==> config.mk <==
export PLATFORM = sky130hd
export DESIGN_NAME = cpu_control_fsm
export DESIGN_NICKNAME = d
export VERILOG_FILES = /design/src/rtl/cpu_control_fsm.sv
export SDC_FILE = /design/constraint.sdc
export NUM_CORES = 1
export LEC_CHECK = 0
export BUFFER_PORTS_ARGS = -buffer_cell sky130_fd_sc_hd__buf_2
export CAP_MARGIN = 25
export CORE_MARGIN = 3
export CORE_UTILIZATION = 27
export DETAILED_ROUTE_END_ITERATION = 6
export GPL_ROUTABILITY_DRIVEN = 0
export MAX_ROUTING_LAYER = met4
export PLACE_DENSITY_LB_ADDON = 0.3
export SYNTH_ARGS = -nofsm -noshare
export SYNTH_HDL_FRONTEND = slang
export SYNTH_SLANG_ARGS = --single-unit
export TNS_END_PERCENT = 10
==> constraint.sdc <==
create_clock -name clk -period 2.4 [get_ports clk]
set_input_delay 0.48 -clock clk [delete_from_list [all_inputs] [get_ports clk]]
set_output_delay 0.48 -clock clk [all_outputs]
set_load 0.05 [all_outputs]
==> src/rtl/cpu_control_fsm.sv <==
// cpu_control_fsm: multi-cycle RV32I control sequencer FETCH/DECODE/EXEC/MEM/WB with memory handshake
// Ports: clk, rst (sync, active high); opcode, funct3, branch_taken, mem_ready in;
//   mem_req, mem_we, mem_addr_sel, ir_we, alu_src_b, reg_we, wb_sel, pc_we, pc_src,
//   retire, instret, halted, bus_err, state out.
// Macro ILLEGAL_TRAP_EN: unrecognised opcodes trap instead of retiring as NOPs.
module cpu_control_fsm #(
  parameter int RETIRE_W   = 32,
  parameter int WAIT_LIMIT = 16
) (
  input  logic                clk,
  input  logic                rst,
  input  logic [6:0]          opcode,
  input  logic [2:0]          funct3,
  input  logic                branch_taken,
  input  logic                mem_ready,
  output logic                mem_req,
  output logic                mem_we,
  output logic                mem_addr_sel,
  output logic                ir_we,
  output logic                alu_src_b,
  output logic                reg_we,
  output logic [1:0]          wb_sel,
  output logic                pc_we,
  output logic [1:0]          pc_src,
  output logic                retire,
  output logic [RETIRE_W-1:0] instret,
  output logic                halted,
  output logic                bus_err,
  output logic [2:0]          state
);
  typedef enum logic [2:0] {FETCH, DECODE, EXEC, MEM, WB, HALT, TRAP} state_t;
  localparam logic [31:0] WL = WAIT_LIMIT;
  state_t st;
  logic [RETIRE_W-1:0] cnt;
  logic halt_r, err_r;
  logic [31:0] wcnt;
  logic op_ld, op_st, op_br, op_fence, op_sys, op_jal, op_jalr, op_lui, op_wb, op_other, ill_nop;
  logic mem_phase, timeout;
  logic unused_funct3;
  assign unused_funct3 = ^funct3;
  assign op_ld     = opcode == 7'b0000011;
  assign op_st     = opcode == 7'b0100011;
  assign op_br     = opcode == 7'b1100011;
  assign op_fence  = opcode == 7'b0001111;
  assign op_sys    = opcode == 7'b1110011;
  assign op_jal    = opcode == 7'b1101111;
  assign op_jalr   = opcode == 7'b1100111;
  assign op_lui    = opcode == 7'b0110111;
  assign op_wb     = op_jal || op_jalr || op_lui || opcode inside {7'b0110011, 7'b0010011, 7'b0010111};
  assign op_other  = !(op_wb || op_ld || op_st || op_br || op_fence || op_sys);
`ifdef ILLEGAL_TRAP_EN
  localparam state_t ILL_NEXT = TRAP;
  assign ill_nop = 1'b0;
`else
  localparam state_t ILL_NEXT = FETCH;
  assign ill_nop = op_other;
`endif
  // The wait counter only runs while a request is outstanding; limit 0 disables the timeout.
  assign mem_phase = st == FETCH || st == MEM;
  assign timeout   = mem_phase && !mem_ready && WL != 32'd0 && wcnt == WL - 32'd1;
  always_ff @(posedge clk) begin
    if (rst) begin
      st     <= FETCH;
      cnt    <= '0;
      halt_r <= 1'b0;
      err_r  <= 1'b0;
      wcnt   <= '0;
    end else begin
      if (retire) cnt <= cnt + 1'b1;
      wcnt <= (mem_phase && !mem_ready && WL != 32'd0 && !timeout) ? wcnt + 32'd1 : '0;
      if (st == EXEC && op_sys) halt_r <= 1'b1;
      if (timeout) begin
        err_r <= 1'b1;
        st    <= TRAP;
      end else begin
        case (st)
          FETCH:   if (mem_ready) st <= DECODE;
          DECODE:  st <= EXEC;
          EXEC:    st <= op_wb ? WB : (op_ld || op_st) ? MEM : (op_br || op_fence) ? FETCH :
                         op_sys ? HALT : op_other ? ILL_NEXT : FETCH;
          MEM:     if (mem_ready) st <= op_ld ? WB : FETCH;
          WB:      st <= FETCH;
          default: st <= st;
        endcase
      end
    end
  end
  // Strobes are decoded from the registered state; reset forces every output low at once.
  always_comb begin
    mem_req      = 1'b0;
    mem_we       = 1'b0;
    mem_addr_sel = 1'b0;
    ir_we        = 1'b0;
    alu_src_b    = 1'b0;
    reg_we       = 1'b0;
    wb_sel       = 2'd0;
    pc_we        = 1'b0;
    pc_src       = 2'd0;
    retire       = 1'b0;
    if (!rst) begin
      case (st)
        FETCH: begin
          mem_req = 1'b1;
          ir_we   = mem_ready;
        end
        EXEC: begin
          alu_src_b = op_ld || op_st;
          pc_we     = op_br || op_fence || ill_nop;
          pc_src    = (op_br && branch_taken) ? 2'd1 : 2'd0;
          retire    = op_br || op_fence || ill_nop;
        end
        MEM: begin
          mem_req      = 1'b1;
          mem_addr_sel = 1'b1;
          mem_we       = op_st;
          pc_we        = op_st && mem_ready;
          retire       = op_st && mem_ready;
        end
        WB: begin
          reg_we = 1'b1;
          pc_we  = 1'b1;
          retire = 1'b1;
          wb_sel = op_ld ? 2'd1 : (op_jal || op_jalr) ? 2'd2 : op_lui ? 2'd3 : 2'd0;
          pc_src = op_jal ? 2'd1 : op_jalr ? 2'd2 : 2'd0;
        end
        default: ;
      endcase
    end
  end
  assign instret = rst ? '0 : cnt;
  assign halted  = !rst && halt_r;
  assign bus_err = !rst && err_r;
  assign state   = rst ? 3'd0 : st;
endmodule
==> key figures, run 1 <==
Synthesis
  – Dominant cell type by area after synthesis: dfxtp_1
  – Synth Net Count: 509
  – Top post-synthesis cells by area: dfxtp_1 (34%), mux2_2 (8.7%), nor2_1 (7.3%), nor2b_1 (5.3%), nand3_1 (4.2%)
  – Mean Syn Cell Area: 8.152 um^2
  – Register bit total from synthesis: 69
  – Register area share after synthesis: 34.37%
  – Cell Area, Synth: 4019 um^2
  – Ys flop type: dfxtp_1
  – Distinct cells, synth: 45
  – Warnings, synthesis: 0
  – Syn Inst Count: 493
  – Ys async rst share: 0%
  – EDFF count, synth: 0
  – Synth top area share: 34.37%

Power and ir drop
  – Power density over the cells: 518.8 nW/um^2
  – VDD IR max: 343.6 uV
  – Leakage power: 0.001941 uW
  – Total Power: 2647 uW

Detailed routing
  – Detailed Routing Iterations Pass 1: 4
  – 1st-iter DRT viols: 148
  – DRC violations left: 0
  – Routed Antenna Nets: 0
  – DRT Wirelength: 10220 um
  – Via Count: 3747
  – Vias/cell: 4.996
  – Avg WL per Cell: 13.62 um

Worst hold path
  – Hold path start: err_r$_SDFFE_PP0P_
  – WHS Path Cells: 2
  – Hold Crit Endpoint: err_r$_SDFFE_PP0P_
  – Worst min path class: flip-flop to flip-flop

Worst setup path
  – Worst EP required: 1.92 ns
  – Reg2Reg Depth: 8
  – CP max stage cell: or3b_4
  – Worst R2R End: cnt[8]$_SDFFE_PP0P_
  – Cells along the critical path: or3b_4 -> a2111o_1 -> o311a_4 -> a21oi_4 -> buf_6 -> buf_12
  – CP Max Fanout: 2
  – Crit. End Element: primary output
  – Reg2reg start: st[0]$_SDFFE_PP0P_
  – Slowest stage delay, CP: 0.40 ns
  – Setup Crit Path Kind: flip-flop to primary output
  – Worst setup SP type: flip-flop
  – Critical path data arrival time: 1.96 ns
  – R2r setup slk: 0.07 ns

STA
  – Crit path time final: 2.443 ns
  – Final setup viols: 2
  – Final clock skew: 0.006545 ns
  – Crit share post-route: 101.8%
  – Max Clk Rate: 409.3 MHz
  – Fin. Hold Viols: 0
  – Final worst slack: -0.04347 ns
  – RSZ-0062 raised after global routing: true
  – Max Transition Viols Final: 0
  – Min Hold Slack: 0.4572 ns
  – Worst slew pin tran: 0.5394 ns
  – Slew HR: 63.58%

Clocking
  – TritonCTS clock tree: done
  – Post-CTS Hold Fix Bufs: 0
  – Num CTS Buffers: 9
  – Worst-path clk slew: 0.05 ns
  – H-tree level count: 3
  – Clock sink total: 69
  – CTS Buffer Depth: 2
  – Root Driver: clkbuf_16
  – Skew-Pair Late Insertion Delay: 0.33 ns

Outcome
  – Failing checks: setup timing
  – Status: finished with violations

Floorplan
  – Starting Density: 28.29%
  – Die width: 128 um
  – Site Rows: 43
  – Die ar.: 16380 um^2
  – IO Pins: 63
  – Core box area: 14200 um^2
  – Chip Height: 128 um

Global route
  – Initial antenna violation count: 0
  – Vias in the first global route: 3629
  – Largest net degree at the start of global routing: 45
  – Total GRT Usage: 13.21%
  – Congestion Overflow GR: 0
  – Global-route wire length before repair: 17350 um

Placement
  – Dpl hpwl: 7684 um
  – # port buffers: 59

Final layout
  – Area of the multi-input gates: 2530 um^2
  – P&R area growth vs syn: 26.96%
  – Final nets: 582
  – FILL cells: 1455
  – Fraction of layout cells with a size suffix above 1: 29.30%
  – Core Util, Final: 35.92%
  – Ant diodes: 0
  – Register Area: 1385 um^2

Job
  – Max-capacitance violation count: 0
[area by class of cell]
class	count	share of cell area, %
clock inverter	2	0.6866
tap	180	4.414
timing repair buffer	96	12.58
inverter	12	0.8828
sequential	69	27.15
clock buffer	13	4.708
multi-input combinational	378	49.58
[logic make-up after synthesis]
kind of cell    Yosys count  synth area share [%]
simple gates            254                 33.31
mux                      33                 9.309
buf+inv                  46                 4.701
fa+ha+maj                 2                0.6226
xor+xnor                 29                 6.320
flops                    69                 34.37
compound gates           60                 11.36
[report_power, final]
part	leakage [uW]	total, uW	internal, uW	switching [uW]
Clock	0.000134	1270	798	468
Sequential	0.000557	1160	1150	4.36
Combinational	0.00125	224	79.5	144
[through the flow]
step           cell area (um^2)  setup TNS (ns)  instances  setup slack (ns)
3_5_place_dp               4730         -0.5906        732          -0.06350
3_3_place_gp               4730         -0.1557        732          -0.02644
4_1_cts                    5099        -0.06772        750          -0.04194
2_1_floorplan              4058          -1.670        493           -0.3354
6_report                   5102        -0.06163        750          -0.04347
5_1_grt                    5102         -0.2737        750          -0.08804
[sequential cells by signal, indices dropped and copies added (netlist names)]
register	flops
cnt	32
err_r	1
halt_r	1
st	3
wcnt	32
[critical path, delay by kind of cell (launching register included)]
kind,cells,cell delay [ns]
AO/OA/AOI/OAI,3,0.66
buffers and inverters,2,0.24
flip-flops,1,0.32
AND/OR/NAND/NOR,1,0.40
[cells in the mapped netlist (8+ instances only)]
| library cell | number |
|---|---|
| nor2_1 | 78 |
| dfxtp_1 | 69 |
| nand3_1 | 34 |
| nor2b_1 | 34 |
| mux2_2 | 31 |
| nand4_1 | 25 |
| clkbuf_1 | 23 |
| a21oi_1 | 20 |
| and3_1 | 15 |
| xor2_1 | 15 |
| nand2_1 | 14 |
| xnor2_1 | 14 |
| nor3_1 | 13 |
| nor4_1 | 13 |
| inv_1 | 12 |
| a211oi_1 | 10 |
| a2111oi_2 | 8 |
| o21ai_0 | 8 |
[layout by cell type, fill, tap and decap left out, drive strengths merged, types with 3 or more instances in the layout]
cell	count
a2111oi	8
a211oi	10
a21oi	21
and2	5
and3	15
and4	6
buf	96
clkbuf	13
dfxtp	69
inv	12
mux2	32
nand2	14
nand3	34
nand4	25
nor2	78
nor2b	34
nor3	13
nor4	13
o21ai	8
or3	7
or3b	3
xnor2	14
xor2	15
[metal layers]
layer / wire (um) / GRT usage, % / vias to the layer above
met3: 404 / 3.083 / 11
met2: 4967 / 21.57 / 66
li1: - / - / 1911
met5: 0 / - / -
met4: 129 / 4.120 / 0
met1: 4715 / 16.20 / 1759
[timing repair]
item	CTS	global route
buffers inserted	3	0
pin swaps	10	1
endpoints found under the setup margin	6	5
gates resized for setup	19	1
endpoints found under the hold margin	0	0
[how the worst max path moves through the flow]
stage | startpoint | to | slack [ns] | depth (start not counted)
after floorplan | opcode[3] | retire | -0.34 | 7
after global placement | opcode[3] | cnt[28]$_SDFFE_PP0P_ | -0.03 | 7
after detailed placement | opcode[3] | cnt[8]$_SDFFE_PP0P_ | -0.06 | 8
after CTS | st[0]$_SDFFE_PP0P_ | pc_we | -0.04 | 6
after global routing | st[1]$_SDFFE_PP0P_ | pc_we | -0.09 | 6
final | st[0]$_SDFFE_PP0P_ | pc_we | -0.04 | 6
Note: power is estimated with default switching activity, not from simulation.
==> run 2: changes to the inputs <==
- CTS_BUF_LIST: not set -> sky130_fd_sc_hd__clkbuf_2 sky130_fd_sc_hd__clkbuf_4 sky130_fd_sc_hd__clkbuf_8
==> run 2 against run 1 <==
The flow still finishes with violations (setup timing). Count of clock-buffer cells in the layout unchanged. Non-clock buffer count is the same. Register-to-register slack hardly changed. Critical path type unchanged. Critical path depth did not move. Core utilization is 0.59 points lower.
==> key figures, run 2 (synthesized netlist as in run 1, its figures left out) <==
Clocking
  – Skew-Pair Late Insertion Delay: 0.36 ns (+0.03 ns)
  – CTS Buffer Depth: 2 (unchanged)
  – Num CTS Buffers: 9 (unchanged)
  – H-tree level count: 3 (unchanged)
  – Worst-path clk slew: 0.07 ns (+0.02 ns)
  – TritonCTS clock tree: done
  – Clock sink total: 69 (unchanged)
  – Root Driver: clkbuf_8

Final layout
  – Biggest regs: cnt: 32 flops, wcnt: 32 flops, st: 3 flops
  – Post-route insts no fill: 750 (unchanged)
  – P&R area growth vs syn: 24.88%
  – FILL cells: 1460 (+0.34%)
  – Commonest non-fill, non-tap cells in the layout: nor2_1 (78), dfxtp_1 (66), buf_2 (53), buf_4 (34), nand3_1 (33)
  – Ant diodes: 0 (unchanged)
  – Commonest non-fill, non-tap cell in the layout: nor2_1
  – Final nets: 582 (unchanged)
  – Fraction of layout cells with a size suffix above 1: 30.00% (+0.70 points)

Worst setup path
  – Worst EP required: 1.92 ns (about the same)
  – Crit path capture: pc_we
  – R2r setup slk: 0.07 ns (about the same)
  – Setup Crit Path Kind: flip-flop to primary output
  – Reg2Reg Depth: 8 (unchanged)
  – Worst setup SP type: flip-flop
  – Worst R2R End: cnt[8]$_SDFFE_PP0P_
  – Crit. End Element: primary output
  – Critical path data arrival time: 1.99 ns (+0.03 ns)
  – CP Max Fanout: 3 (+1)
  – Crit path launch: st[1]$_SDFFE_PP0P_
  – Reg2reg start: st[1]$_SDFFE_PP0P_

Detailed routing
  – Detailed Routing Iterations Pass 1: 4 (unchanged)
  – Via Count: 3758 (+0.29%)
  – DRT Wirelength: 10250 um (+0.33%)
  – 1st-iter DRT viols: 193 (+30%)
  – Avg WL per Cell: 13.67 um (+0.33%)
  – Routed Antenna Nets: 0 (unchanged)
  – DRC violations left: 0 (unchanged)
  – Vias/cell: 5.011 (+0.29%)

STA
  – Slew HR: 63.65% (+0.066 points)
  – Final setup viols: 3 (+1)
  – Worst slew pin tran: 0.5385 ns (-0.0009703 ns)
  – Max Clk Rate: 404.2 MHz (-1.2%)
  – Final worst slack: -0.07386 ns (-0.03039 ns)
  – Min Hold Slack: 0.4595 ns (+0.002243 ns)
  – Final clock skew: 0.01050 ns (+0.003954 ns)
  – Max Transition Viols Final: 0 (unchanged)
  – Total negative setup slack: -0.1372 ns (-0.07553 ns)
  – RSZ-0062 raised after global routing: true
  – Crit path time final: 2.474 ns (+0.03039 ns)
  – Fin. Hold Viols: 0 (unchanged)
  – Crit share post-route: 103.1% (+1.3 points)

Worst hold path
  – Worst min path class: flip-flop to flip-flop

Placement
  – Inst Count DP: 732 (unchanged)
  – Dpl hpwl: 7684 um (unchanged)
  – Dpl ws: -0.06350 ns (unchanged)
  – # port buffers: 59 (unchanged)

Global route
  – Vias in the first global route: 3626 (-0.083%)
  – Global-route wire length before repair: 17310 um (-0.28%)
  – Largest net degree at the start of global routing: 45 (unchanged)
  – Congestion Overflow GR: 0 (unchanged)
  – Total GRT Usage: 13.22% (about the same)
  – Initial antenna violation count: 0 (unchanged)

Power and ir drop
  – Cell internal pwr: 1748 uW (-14%)
  – Switching portion of total power: 24.81% (+1.5 points)
  – Seq pwr share: 49.7% (+6.0 points)
  – Power share of the combinational group: 9.5% (+1.1 points)
  – VDD IR max: 301.8 uV (-12%)
  – Power density over the cells: 463.2 nW/um^2 (-11%)
  – Clock power share: 40.8% (-7.0 points)
  – NetSw: 576.8 uW (-6.5%)
  – Leakage power: 0.001908 uW (-1.7%)

Floorplan
  – Site Rows: 43 (unchanged)
  – Die width: 128 um (unchanged)
  – Chip Height: 128 um (unchanged)
  – IO Pins: 63 (unchanged)
  – Starting Density: 28.29% (unchanged)
  – Core box area: 14200 um^2 (unchanged)
  – Die ar.: 16380 um^2 (unchanged)

Outcome
  – Failing checks: setup timing
  – Status: finished with violations

Job
  – Max-capacitance violation count: 0 (unchanged)
-- run 2: cell count changes in the layout (fill, tap and decap cells not counted) --
cell       change
clkbuf_4       +5
clkbuf_8       +9
clkbuf_1       -4
clkbuf_16      -9
buf_2          -1
-- run 2: repair_timing --
| action | in CTS | in global routing |
|---|---|---|
| setup endpoints to repair | 6 | 6 |
| pin swaps | 10 | 1 |
| gates cloned | 0 | 0 |
| hold buffers | 0 | 0 |
| buffers inserted | 3 | 0 |
| gates resized for setup | 20 | 1 |
-- run 2: critical path: stages (launching register included) --
cell	delay, ns
dfxtp_2	0.34
or3b_4	0.39
a2111o_1	0.34
o311a_4	0.15
a21oi_4	0.17
buf_6	0.12
buf_12	0.13
-- run 2: cell type report --
type	instances	area, um^2	area share [%]
sequential	69	1385	27.60
tap	180	225.2	4.488
clock buffer	13	153.9	3.067
timing repair buffer	96	644.4	12.84
multi-input combinational	378	2530	50.41
clock inverter	2	35.03	0.6981
inverter	12	45.04	0.8975
-- run 2: worst min-delay path by stage --
stage	slack, ns	start	endpoint	depth (start not counted)
3_5_place_dp	0.46	wcnt[0]$_SDFF_PP0_	wcnt[0]$_SDFF_PP0_	1
3_3_place_gp	0.45	wcnt[0]$_SDFF_PP0_	wcnt[0]$_SDFF_PP0_	1
4_1_cts	0.47	err_r$_SDFFE_PP0P_	err_r$_SDFFE_PP0P_	2
5_1_grt	0.50	halt_r$_SDFFE_PP0P_	halt_r$_SDFFE_PP0P_	2
6_report	0.46	err_r$_SDFFE_PP0P_	err_r$_SDFFE_PP0P_	2
2_1_floorplan	0.43	halt_r$_SDFFE_PP0P_	halt_r$_SDFFE_PP0P_	2
-- run 2: routing by layer --
| metal | global-route usage [%] | up-vias | routed length, um | part of all wire (%) |
|---|---|---|---|---|
| met5 | - | - | 0 | 0 |
| met4 | 3.683 | 0 | 99 | 0.97 |
| met3 | 3.583 | 8 | 418 | 4.1 |
| met2 | 21.47 | 57 | 5025 | 49 |
| met1 | 16.17 | 1783 | 4707 | 46 |
| li1 | - | 1910 | - | - |
-- run 2: power groups by stage --
stage | Clock (uW) | Combinational [uW] | Sequential, uW
detailed placement | 0 | 216 | 1180
global placement | 0 | 212 | 1180
CTS | 994 | 222 | 1160
global route | 1040 | 242 | 1160
floorplan | 0 | 142 | 1180
finish | 948 | 221 | 1160
-- run 2: stage by stage --
| stage | utilization, % | total power, uW | area [um^2] |
|---|---|---|---|
| 3_5_place_dp | 33.30 | 1398 | 4730 |
| 6_report | 35.33 | 2325 | 5019 |
| 3_3_place_gp | 33.30 | 1393 | 4730 |
| 5_1_grt | 35.33 | 2439 | 5019 |
| 2_1_floorplan | - | 1323 | 4058 |
| 4_1_cts | 35.32 | 2372 | 5016 |
